--- src/rtl/seg_pkg.sv ---
// Shared seven-segment definitions: bit order, hex glyph codes and the dark pattern.
// Active-low segments; bit7 = a ... bit1 = g, bit0 = dp.
package seg_pkg;

  typedef struct packed {
    logic [6:0] abcdefg;
    logic       dp;
  } seg_t;

  localparam logic [7:0] SEG_OFF = 8'hFF;

  localparam logic [6:0] SEG_HEX_0 = 7'b0000001;
  localparam logic [6:0] SEG_HEX_1 = 7'b1001111;
  localparam logic [6:0] SEG_HEX_2 = 7'b0010010;
  localparam logic [6:0] SEG_HEX_3 = 7'b0000110;
  localparam logic [6:0] SEG_HEX_4 = 7'b1001100;
  localparam logic [6:0] SEG_HEX_5 = 7'b0100100;
  localparam logic [6:0] SEG_HEX_6 = 7'b0100000;
  localparam logic [6:0] SEG_HEX_7 = 7'b0001111;
  localparam logic [6:0] SEG_HEX_8 = 7'b0000000;
  localparam logic [6:0] SEG_HEX_9 = 7'b0000100;
  localparam logic [6:0] SEG_HEX_A = 7'b0001000;
  localparam logic [6:0] SEG_HEX_B = 7'b1100000;
  localparam logic [6:0] SEG_HEX_C = 7'b0110001;
  localparam logic [6:0] SEG_HEX_D = 7'b1000010;
  localparam logic [6:0] SEG_HEX_E = 7'b0110000;
  localparam logic [6:0] SEG_HEX_F = 7'b0111000;

  function automatic seg_t seg_pack(input logic [6:0] abcdefg, input logic dp_n);
    seg_t s;
    s.abcdefg = abcdefg;
    s.dp      = dp_n;
    return s;
  endfunction

endpackage

--- src/rtl/seg_scan_ctrl_if.sv ---
// Display-side bundle of the scan controller: frame contents and controls in, LED drive out.
interface seg_scan_ctrl_if #(
  parameter int NUM_DIGITS = 8
);
  logic                      enable;
  logic [4*NUM_DIGITS-1:0]   display;
  logic [NUM_DIGITS-1:0]     dp;
  logic [NUM_DIGITS-1:0]     blank_mask;
  logic [NUM_DIGITS-1:0]     blink_mask;
  logic [2:0]                brightness;
  logic [NUM_DIGITS-1:0]     led_en;
  logic [7:0]                led_cx;
  logic                      frame_done;

  modport master (
    output enable, display, dp, blank_mask, blink_mask, brightness,
    input  led_en, led_cx, frame_done
  );

  modport slave (
    input  enable, display, dp, blank_mask, blink_mask, brightness,
    output led_en, led_cx, frame_done
  );
endinterface

--- src/rtl/seg_hex_decoder.sv ---
// Combinational nibble to active-low {a..g} glyph lookup; zero latency.
module seg_hex_decoder
  import seg_pkg::*;
(
  input  logic [3:0] nibble,
  output logic [6:0] seg
);

  always_comb begin
    seg = SEG_HEX_0;
    case (nibble)
      4'h0: seg = SEG_HEX_0;
      4'h1: seg = SEG_HEX_1;
      4'h2: seg = SEG_HEX_2;
      4'h3: seg = SEG_HEX_3;
      4'h4: seg = SEG_HEX_4;
      4'h5: seg = SEG_HEX_5;
      4'h6: seg = SEG_HEX_6;
      4'h7: seg = SEG_HEX_7;
      4'h8: seg = SEG_HEX_8;
      4'h9: seg = SEG_HEX_9;
      4'hA: seg = SEG_HEX_A;
      4'hB: seg = SEG_HEX_B;
      4'hC: seg = SEG_HEX_C;
      4'hD: seg = SEG_HEX_D;
      4'hE: seg = SEG_HEX_E;
      4'hF: seg = SEG_HEX_F;
    endcase
  end

endmodule

--- src/rtl/seg_scan_ctrl.sv ---
// Multiplexed seven-segment scanner with PWM brightness, per-digit blank/blink and frame shadowing.
// Outputs are registered one cycle after the counter/index state that selects them.
module seg_scan_ctrl
  import seg_pkg::*;
#(
  parameter int NUM_DIGITS  = 8,
  parameter int SCAN_PERIOD = 100000,
  parameter int BLINK_HALF  = 25000000
) (
  input  logic            clk,
  input  logic            rst,
  seg_scan_ctrl_if.slave  bus
);

  localparam int SUB_LEN = SCAN_PERIOD / 8;
  localparam int CW = (SCAN_PERIOD > 1) ? $clog2(SCAN_PERIOD) : 1;
  localparam int SW = (SUB_LEN > 1)     ? $clog2(SUB_LEN)     : 1;
  localparam int IW = (NUM_DIGITS > 1)  ? $clog2(NUM_DIGITS)  : 1;
  localparam int BW = (BLINK_HALF > 1)  ? $clog2(BLINK_HALF)  : 1;

  logic [CW-1:0] slot_cnt;
  logic [SW-1:0] sub_cnt;
  logic [2:0]    sub_phase;
  logic [IW-1:0] idx;
  logic [BW-1:0] blink_cnt;
  logic          blink_phase;

  logic [NUM_DIGITS-1:0][3:0] disp_sh;
  logic [NUM_DIGITS-1:0]      dp_sh;
  logic [NUM_DIGITS-1:0]      blank_sh;
  logic [NUM_DIGITS-1:0]      blink_sh;

  logic                  slot_tick;
  logic                  last_digit;
  logic                  lit;
  logic [6:0]            hex_seg;
  logic [NUM_DIGITS-1:0] en_nxt;
  seg_t                  cx_nxt;

  assign slot_tick  = (slot_cnt == CW'(SCAN_PERIOD - 1));
  assign last_digit = (idx == IW'(NUM_DIGITS - 1));

  // sub_cnt/sub_phase track slot_cnt / SUB_LEN incrementally, avoiding a divider.
  always_ff @(posedge clk or posedge rst) begin
    if (rst) begin
      slot_cnt  <= '0;
      sub_cnt   <= '0;
      sub_phase <= '0;
    end else if (slot_tick) begin
      slot_cnt  <= '0;
      sub_cnt   <= '0;
      sub_phase <= '0;
    end else begin
      slot_cnt <= slot_cnt + 1'b1;
      if (sub_cnt == SW'(SUB_LEN - 1)) begin
        sub_cnt   <= '0;
        sub_phase <= sub_phase + 1'b1;
      end else begin
        sub_cnt <= sub_cnt + 1'b1;
      end
    end
  end

  always_ff @(posedge clk or posedge rst) begin
    if (rst) begin
      idx      <= '0;
      disp_sh  <= '0;
      dp_sh    <= '0;
      blank_sh <= '0;
      blink_sh <= '0;
    end else if (slot_tick) begin
      if (last_digit) begin
        idx      <= '0;
        disp_sh  <= bus.display;
        dp_sh    <= bus.dp;
        blank_sh <= bus.blank_mask;
        blink_sh <= bus.blink_mask;
      end else begin
        idx <= idx + 1'b1;
      end
    end
  end

  always_ff @(posedge clk or posedge rst) begin
    if (rst) begin
      blink_cnt   <= '0;
      blink_phase <= 1'b0;
    end else if (blink_cnt == BW'(BLINK_HALF - 1)) begin
      blink_cnt   <= '0;
      blink_phase <= ~blink_phase;
    end else begin
      blink_cnt <= blink_cnt + 1'b1;
    end
  end

  seg_hex_decoder u_hex (
    .nibble (disp_sh[idx]),
    .seg    (hex_seg)
  );

  // Brightness and enable bypass the shadows so dimming reacts within the current slot.
  always_comb begin
    lit    = bus.enable && !blank_sh[idx] && (sub_phase <= bus.brightness)
             && !(blink_sh[idx] && blink_phase);
    en_nxt = '1;
    cx_nxt = SEG_OFF;
    if (lit) begin
      en_nxt[idx] = 1'b0;
      cx_nxt      = seg_pack(hex_seg, ~dp_sh[idx]);
    end
  end

  always_ff @(posedge clk or posedge rst) begin
    if (rst) begin
      bus.led_en     <= '1;
      bus.led_cx     <= SEG_OFF;
      bus.frame_done <= 1'b0;
    end else begin
      bus.led_en     <= en_nxt;
      bus.led_cx     <= cx_nxt;
      bus.frame_done <= slot_tick && last_digit;
    end
  end

endmodule

--- src/flat_wrapper.sv ---
// flat-port wrapper written by rule: the top's interface ports become plain ports
module seg_scan_ctrl_flat import seg_pkg::*;
#(
  parameter int NUM_DIGITS  = 8,
  parameter int SCAN_PERIOD = 100000,
  parameter int BLINK_HALF  = 25000000
)
  (clk, rst, bus_enable, bus_display, bus_dp, bus_blank_mask, bus_blink_mask, bus_brightness, bus_led_en, bus_led_cx, bus_frame_done);
  seg_scan_ctrl_if #(.NUM_DIGITS(NUM_DIGITS)) bus_i ();
  input  logic clk;
  input  logic rst;
  input wire logic [$bits(bus_i.enable)-1:0] bus_enable;
  input wire logic [$bits(bus_i.display)-1:0] bus_display;
  input wire logic [$bits(bus_i.dp)-1:0] bus_dp;
  input wire logic [$bits(bus_i.blank_mask)-1:0] bus_blank_mask;
  input wire logic [$bits(bus_i.blink_mask)-1:0] bus_blink_mask;
  input wire logic [$bits(bus_i.brightness)-1:0] bus_brightness;
  output wire logic [$bits(bus_i.led_en)-1:0] bus_led_en;
  output wire logic [$bits(bus_i.led_cx)-1:0] bus_led_cx;
  output wire logic [$bits(bus_i.frame_done)-1:0] bus_frame_done;
  assign bus_i.enable = bus_enable;
  assign bus_i.display = bus_display;
  assign bus_i.dp = bus_dp;
  assign bus_i.blank_mask = bus_blank_mask;
  assign bus_i.blink_mask = bus_blink_mask;
  assign bus_i.brightness = bus_brightness;
  assign bus_led_en = bus_i.led_en;
  assign bus_led_cx = bus_i.led_cx;
  assign bus_frame_done = bus_i.frame_done;
  seg_scan_ctrl #(.NUM_DIGITS(NUM_DIGITS), .SCAN_PERIOD(SCAN_PERIOD), .BLINK_HALF(BLINK_HALF)) u_core (.clk(clk), .rst(rst), .bus(bus_i));
endmodule
--- config.mk ---
export PLATFORM = sky130hd
export DESIGN_NAME = seg_scan_ctrl_flat
export DESIGN_NICKNAME = d
export VERILOG_FILES = /design/src/rtl/seg_pkg.sv /design/src/rtl/seg_scan_ctrl_if.sv /design/src/rtl/seg_hex_decoder.sv /design/src/rtl/seg_scan_ctrl.sv /design/src/flat_wrapper.sv
export SDC_FILE = /design/constraint.sdc
export NUM_CORES = 1
export LEC_CHECK = 0
export BUFFER_PORTS_ARGS = -buffer_cell sky130_fd_sc_hd__buf_4
export CAP_MARGIN = 20
export CORE_ASPECT_RATIO = 0.9
export CORE_MARGIN = 2
export CORE_UTILIZATION = 63
export DETAILED_ROUTE_END_ITERATION = 10
export GPL_TIMING_DRIVEN = 0
export PLACE_DENSITY = 0.86
export SETUP_SLACK_MARGIN = 0.2
export SLEW_MARGIN = 15
export SYNTH_ARGS = -nofsm -noshare
export SYNTH_HDL_FRONTEND = slang
export SYNTH_SLANG_ARGS = --single-unit
--- constraint.sdc ---
create_clock -name clk -period 9.6 [get_ports clk]
set_clock_uncertainty 0.05 [all_clocks]
set_input_delay 1.92 -clock clk [delete_from_list [all_inputs] [get_ports clk]]
set_output_delay 1.92 -clock clk [all_outputs]
set_load 0.1 [all_outputs]
Word-level counts from Yosys, hierarchy flattened
Memories as Yosys holds them, arrays and structs flattened.
Cells that the tools add are included.
{"block": "classes", "addsub": 5, "mux": 19, "n_lt_le_gt_ge": 3, "reduce_logical": 10, "n_eq_ne": 4, "n_bitwise": 3}
{"operator": "$mux W14", "n": 2}
{"operator": "$add A25 B1 Y25 const B", "n": 1}
{"operator": "$eq A25 B25 Y1 const B", "n": 1}
{"operator": "$mux W25", "n": 1}
{"operator": "$add A17 B1 Y17 const B", "n": 1}
{"operator": "$eq A17 B17 Y1 const B", "n": 1}
{"operator": "$mux W17", "n": 1}
{"operator": "$mux W8", "n": 2}
{"operator": "$add A14 B1 Y14 const B", "n": 1}
{"operator": "$eq A14 B14 Y1 const B", "n": 1}
{"operator": "$bmux W4 S3", "n": 1}
{"operator": "$bmux W1 S3", "n": 3}
{"operator": "$mux W3", "n": 3}
{"operator": "$not A8 Y8", "n": 1}
{"operator": "$add A3 B1 Y3 const B", "n": 2}
{"operator": "$logic_and A1 B1 Y1", "n": 6}
{"operator": "$lt A3 B4 Y1 const B", "n": 1}
{"operator": "$mux W1", "n": 4}
{"operator": "$mux W4", "n": 1}
{"operator": "$demux W1 S3", "n": 1}
{"operator": "$eq A3 B3 Y1 const B", "n": 1}
{"operator": "$ge A3 B1 Y1 const B", "n": 1}
{"operator": "$le A3 B3 Y1", "n": 1}
{"operator": "$logic_not A1 Y1", "n": 2}
{"operator": "3 further kinds", "n": 4}
{"block": "word_totals", "register_bits": 136, "n_memories": 1, "output_inout_bits": 17, "rom_bits": 112}
{"name": "(name not given)", "depth": 16, "word_bits": 7, "read_ports": 1, "rd_clocked_by_memory_dff": 0, "wr": 0, "line": "seg_hex_decoder.sv:11", "source": "case (nibble)"}

Depth between registers and ports, before layout
{"block": "logic_depth", "depth_word": 7, "mapped_depth": 10}

Cells and area by module
From an unflattened synthesis, not the netlist that was laid out.
{"block": "unflattened", "hier_cells": 566, "hier_area_um2": 6605.1}
{"module": "seg_scan_ctrl", "area_per_inst_um2": 6329.8, "instances": 1, "cells_per_inst": 534}
{"module": "seg_hex_decoder", "area_per_inst_um2": 275.3, "instances": 1, "cells_per_inst": 32}

Least setup slack after synthesis
No wires, ideal clock.
{"block": "synth_timing", "kind": "input -> register", "start": "in bus_brightness[1]", "end": "reg u_core.bus.led_cx[6]", "slack_ns": 6.185, "stages": 8, "required_ns": 9.449, "t_arrival_ns": 3.264, "n_path_buf": 1, "path_cell_list": "inv_1 > ha_1 > nor2b_1 > o21ai_0 > a32oi_1 > a2111oi_4 > buf_6 > o2111ai_1"}
{"element": "start: declaration", "line": "flat_wrapper.sv:17", "source": "input wire logic [$bits(bus_i.brightness)-1:0] bus_brightness;"}
{"element": "end signal: assignment", "line": "seg_scan_ctrl.sv:120", "source": "bus.led_cx <= cx_nxt;"}
{"element": "end: declaration", "line": "seg_scan_ctrl_if.sv:22", "source": "output led_en, led_cx, frame_done"}

==> impl_metrics.yaml <==
cts:
  tritoncts.num_buffers: 17
  postCtsSetupBuffers: 0
  clkLatencyLatePin_ns: 0.43
  tritoncts: "done"
  post_cts_gate_resize_count: 0
  cts-htree-levels: 4
  worst_setup_hold_path_clk_slew_ns: 0.06
  cts-root-to-sink-buffers: 2
  cts-hold-fix-buffers: 0
  cts_root_buf: "clkbuf_16"
  sinks_on_clock_net: 136
yosys:
  synthFlopType: "dfrtp_1"
  asyncSetResetFlopFracSynth_pct: 100
  post_synth_xor_area_fraction_pct: 6.44
  synth_edf_count: 0
  postSynthAreaPerCell_um2: 12.3
  synth_nets: 596
  warning_count_from_the_yosys_run: 0
  synth.area.top_cells: "dfrtp_1 47%, mux2_2 11%, dfstp_2 6.6%"
  synthMuxAreaShare_pct: 16.0
  mappedNetlistArea_um2: 6390
  netlist.top_cell.by_area: "dfrtp_1"
  netlist-cell-type-count: 53
  synth_compound_gate_area_share_pct: 4.05
  synth_adder_area_share_pct: 2.94
  synth_largest_type_area_fraction_pct: 47.0
  post_synth_inst_count: 519
  ys_seq_elements: 136
  synth-seq-area-share_pct: 53.6
  post_synth_and_or_nand_nor_area_fraction_pct: 13.7
  combinational_family_with_the_most_area_after_synthesis: "multiplexers"
place:
  detailed_place_hpwl_mm: 9.49
  post_dp_cell_area_um2: 7170
  globalplace.congestion: 0.885
  portBuffers: 78
min_path:
  timing.hold.worst_path_depth: 1
  min_path_type: "flip-flop to flip-flop"
floorplan:
  fp.dieArea_um2: 11000
  die_h_um: 99.6
  io-pin-count: 79
  core_um2: 9780
  rows: 34
  die_w_um: 110
  initial_util_pct: 65.3
route:
  detail_route.iter0.violations: 283
  post-route-drc-count: 0
  route.final.wire_length_mm: 14.7
  drtPass1Iterations: 5
  detail-route-antenna-nets: 0
  avgRoutedWirePerCell_um: 19.5
  vias_per_cell: 6.01
  vias: 4542
global_route:
  first_pass_grt_wire_length_mm: 24.5
  grt_antenna_before_repair: 0
  grt_max_degree: 83
  grt.overflow.total: 0
  gr-usage-all-layers_pct: 29.8
  vias_in_the_first_global_route: 4845
timing:
  finalCriticalPeriod_ns: 3.47
  report.final.setup_viol: 0
  grt_setup_unrepaired: "false"
  fin_tns_setup_ns: 0
  max_clock_freq_ghz: 0.288
  finalHoldViolations: 0
  worst_slew_margin_rel_pct: 56.8
  crit_share_post_route_pct: 36.2
  slew_violations: 0
  worst_slew_pin_slew_ns: 0.648
pwr:
  power_per_cell_area_nw_per_um2: 172
  vdd_drop_max_mv: 0.152
  leakagePower_nw: 3.68
worst_setup_path:
  worst-path-stages: 9
  cp_data_required_time_ns: 9.85
  cp_data_arrival_time_ns: 3.72
  critPathTopFamily: "compound AO/OA/AOI/OAI gates"
  setup.worst_path.class: "primary input to flip-flop"
  timing.critical_path.to_type: "flip-flop"
  worst_r2r_path_depth: 10
  timing.critical_path.slowest_stage_cell: "a2111oi_4"
  critPathLaunchType: "primary input"
  worst-path-max-fanout: 10
  critical_path.cell_chain: "buf_4 -> inv_1 -> ha_1 -> nor2b_1 -> o21ai_0 -> a32oi_1 -> a2111oi_4 -> buf_6 -> o2111ai_1"
  timing.critical_path.slowest_cell_delay_ns: 0.58
  worstPathBufferInverterCount: 3
final_layout:
  layout_net_count: 694
  post-route-cell-area_um2: 7810
  flow.area_growth_from_synthesis_pct: 22.1
  diodes: 0
  drive_above_1_share_pct: 35.6
flow_run:
  max_cap_viol_count: 0
outcome:
  outcome: "finished, final reports clean"
report_power, final:
part | leakage, nW | internal [W] | switching [W] | total (W)
sequential | 1.80 | 0.000577 | 0.000000558 | 0.000577
combinational | 1.56 | 0.0000216 | 0.0000341 | 0.0000557
clock | 0.312 | 0.000445 | 0.000262 | 0.000706
flip-flops by register name, summed over array words and instances, names as in the netlist, 8 cells and up:
| register | flops |
|---|---|
| u_core.blank_sh | 8 |
| u_core.blink_cnt | 25 |
| u_core.blink_sh | 8 |
| u_core.bus.led_cx | 8 |
| u_core.bus.led_en | 8 |
| u_core.disp_sh | 32 |
| u_core.dp_sh | 8 |
| u_core.slot_cnt | 17 |
| u_core.sub_cnt | 14 |
routing by layer:
metal  vias up  global-route usage (%)  wire, um
li1       2037                       -         -
met5         -                       0         0
met4         0                    12.4       368
met1      2325                    37.9      5980
met3        31                    6.68       753
met2       149                    49.5      7610
area by class of cell:
class                      count  area (um^2)
timing repair buffer          79          613
clock inverter                13          195
inverter                      16         65.1
tap                          126          158
clock buffer                  19          443
fill                         583         1980
sequential                   136         3420
multi-input combinational    346         2760
buffer                        21          149
metrics by stage:
step,power (W),instances,hold WS [ns],setup slack [ns],util (%)
after CTS,0.00134,756,0.443,6.16,79.8
after global routing,0.00137,756,0.462,5.99,79.8
after floorplan,0.000615,519,0.402,4.02,-
after detailed placement,0.000644,724,0.429,5.76,73.3
after global placement,0.000640,723,0.422,2.73,72.9
final,0.00134,756,0.443,6.13,79.8
path summary, 6_finish.rpt:
path | from | end | slack, ns
max | bus_brightness[1] | u_core.bus.led_cx[6] | 6.13
min | u_core.blink_cnt[4] | u_core.blink_cnt[4] | 0.44
max reg2reg | u_core.idx[0] | u_core.bus.led_cx[4] | 6.58
min reg2reg | u_core.blink_cnt[4] | u_core.blink_cnt[4] | 0.44
max in group asynchronous | rst | u_core.bus.led_en[6] | 7.22
min in group asynchronous | rst | u_core.blink_cnt[1] | 1.50
cells in the mapped netlist (2+ instances only):
cell type / instances
nor2_1: 44
nand4_1: 12
o21ai_0: 8
o221ai_1: 4
o21a_1: 2
xor2_1: 19
a21oi_1: 5
buf_2: 8
o21ai_1: 2
buf_4: 2
mux4_2: 8
inv_1: 16
xnor2_1: 28
mux2i_1: 8
dfrtp_1: 120
dfstp_2: 16
or4_1: 2
mux2_2: 63
nor3b_1: 2
and3_1: 7
and2_1: 3
nor2b_1: 5
and4_1: 7
or3_1: 4
buf_6: 7
ha_1: 15
clkbuf_1: 4
nor3_1: 5
a221oi_2: 2
nor4_1: 7
nand3_1: 31
nand2b_1: 4
nand2_1: 28
o211ai_1: 2
kinds of logic (layout without fill, tap and decap cells):
family / Yosys count / count (layout)
fa+ha+maj: 15 / 15
compound gates: 33 / 33
mux: 82 / 82
xor+xnor: 47 / 47
simple gates: 169 / 169
flops: 136 / 136
buf+inv: 37 / 148
placed cells by master, fill, tap and decap left out, drive strengths merged, types with 2 or more instances in the layout:
| cell type | instances |
|---|---|
| xnor2 | 28 |
| nor3b | 2 |
| a21oi | 5 |
| mux2i | 9 |
| clkbuf | 23 |
| nand2 | 28 |
| o221ai | 5 |
| and3 | 7 |
| mux4 | 9 |
| nand3 | 31 |
| o211ai | 2 |
| inv | 17 |
| o21a | 2 |
| nor2 | 45 |
| ha | 15 |
| dfstp | 16 |
| or3 | 4 |
| nor4 | 7 |
| and4 | 7 |
| nor2b | 5 |
| buf | 96 |
| xor2 | 19 |
| a221oi | 2 |
| nand2b | 5 |
| o21ai | 10 |
| nor3 | 6 |
| mux2 | 64 |
| and2 | 3 |
| dfrtp | 120 |
| bufinv | 4 |
| nand4 | 12 |
| clkinv | 8 |
| or4 | 2 |
Note: power is estimated with default switching activity, not from simulation.
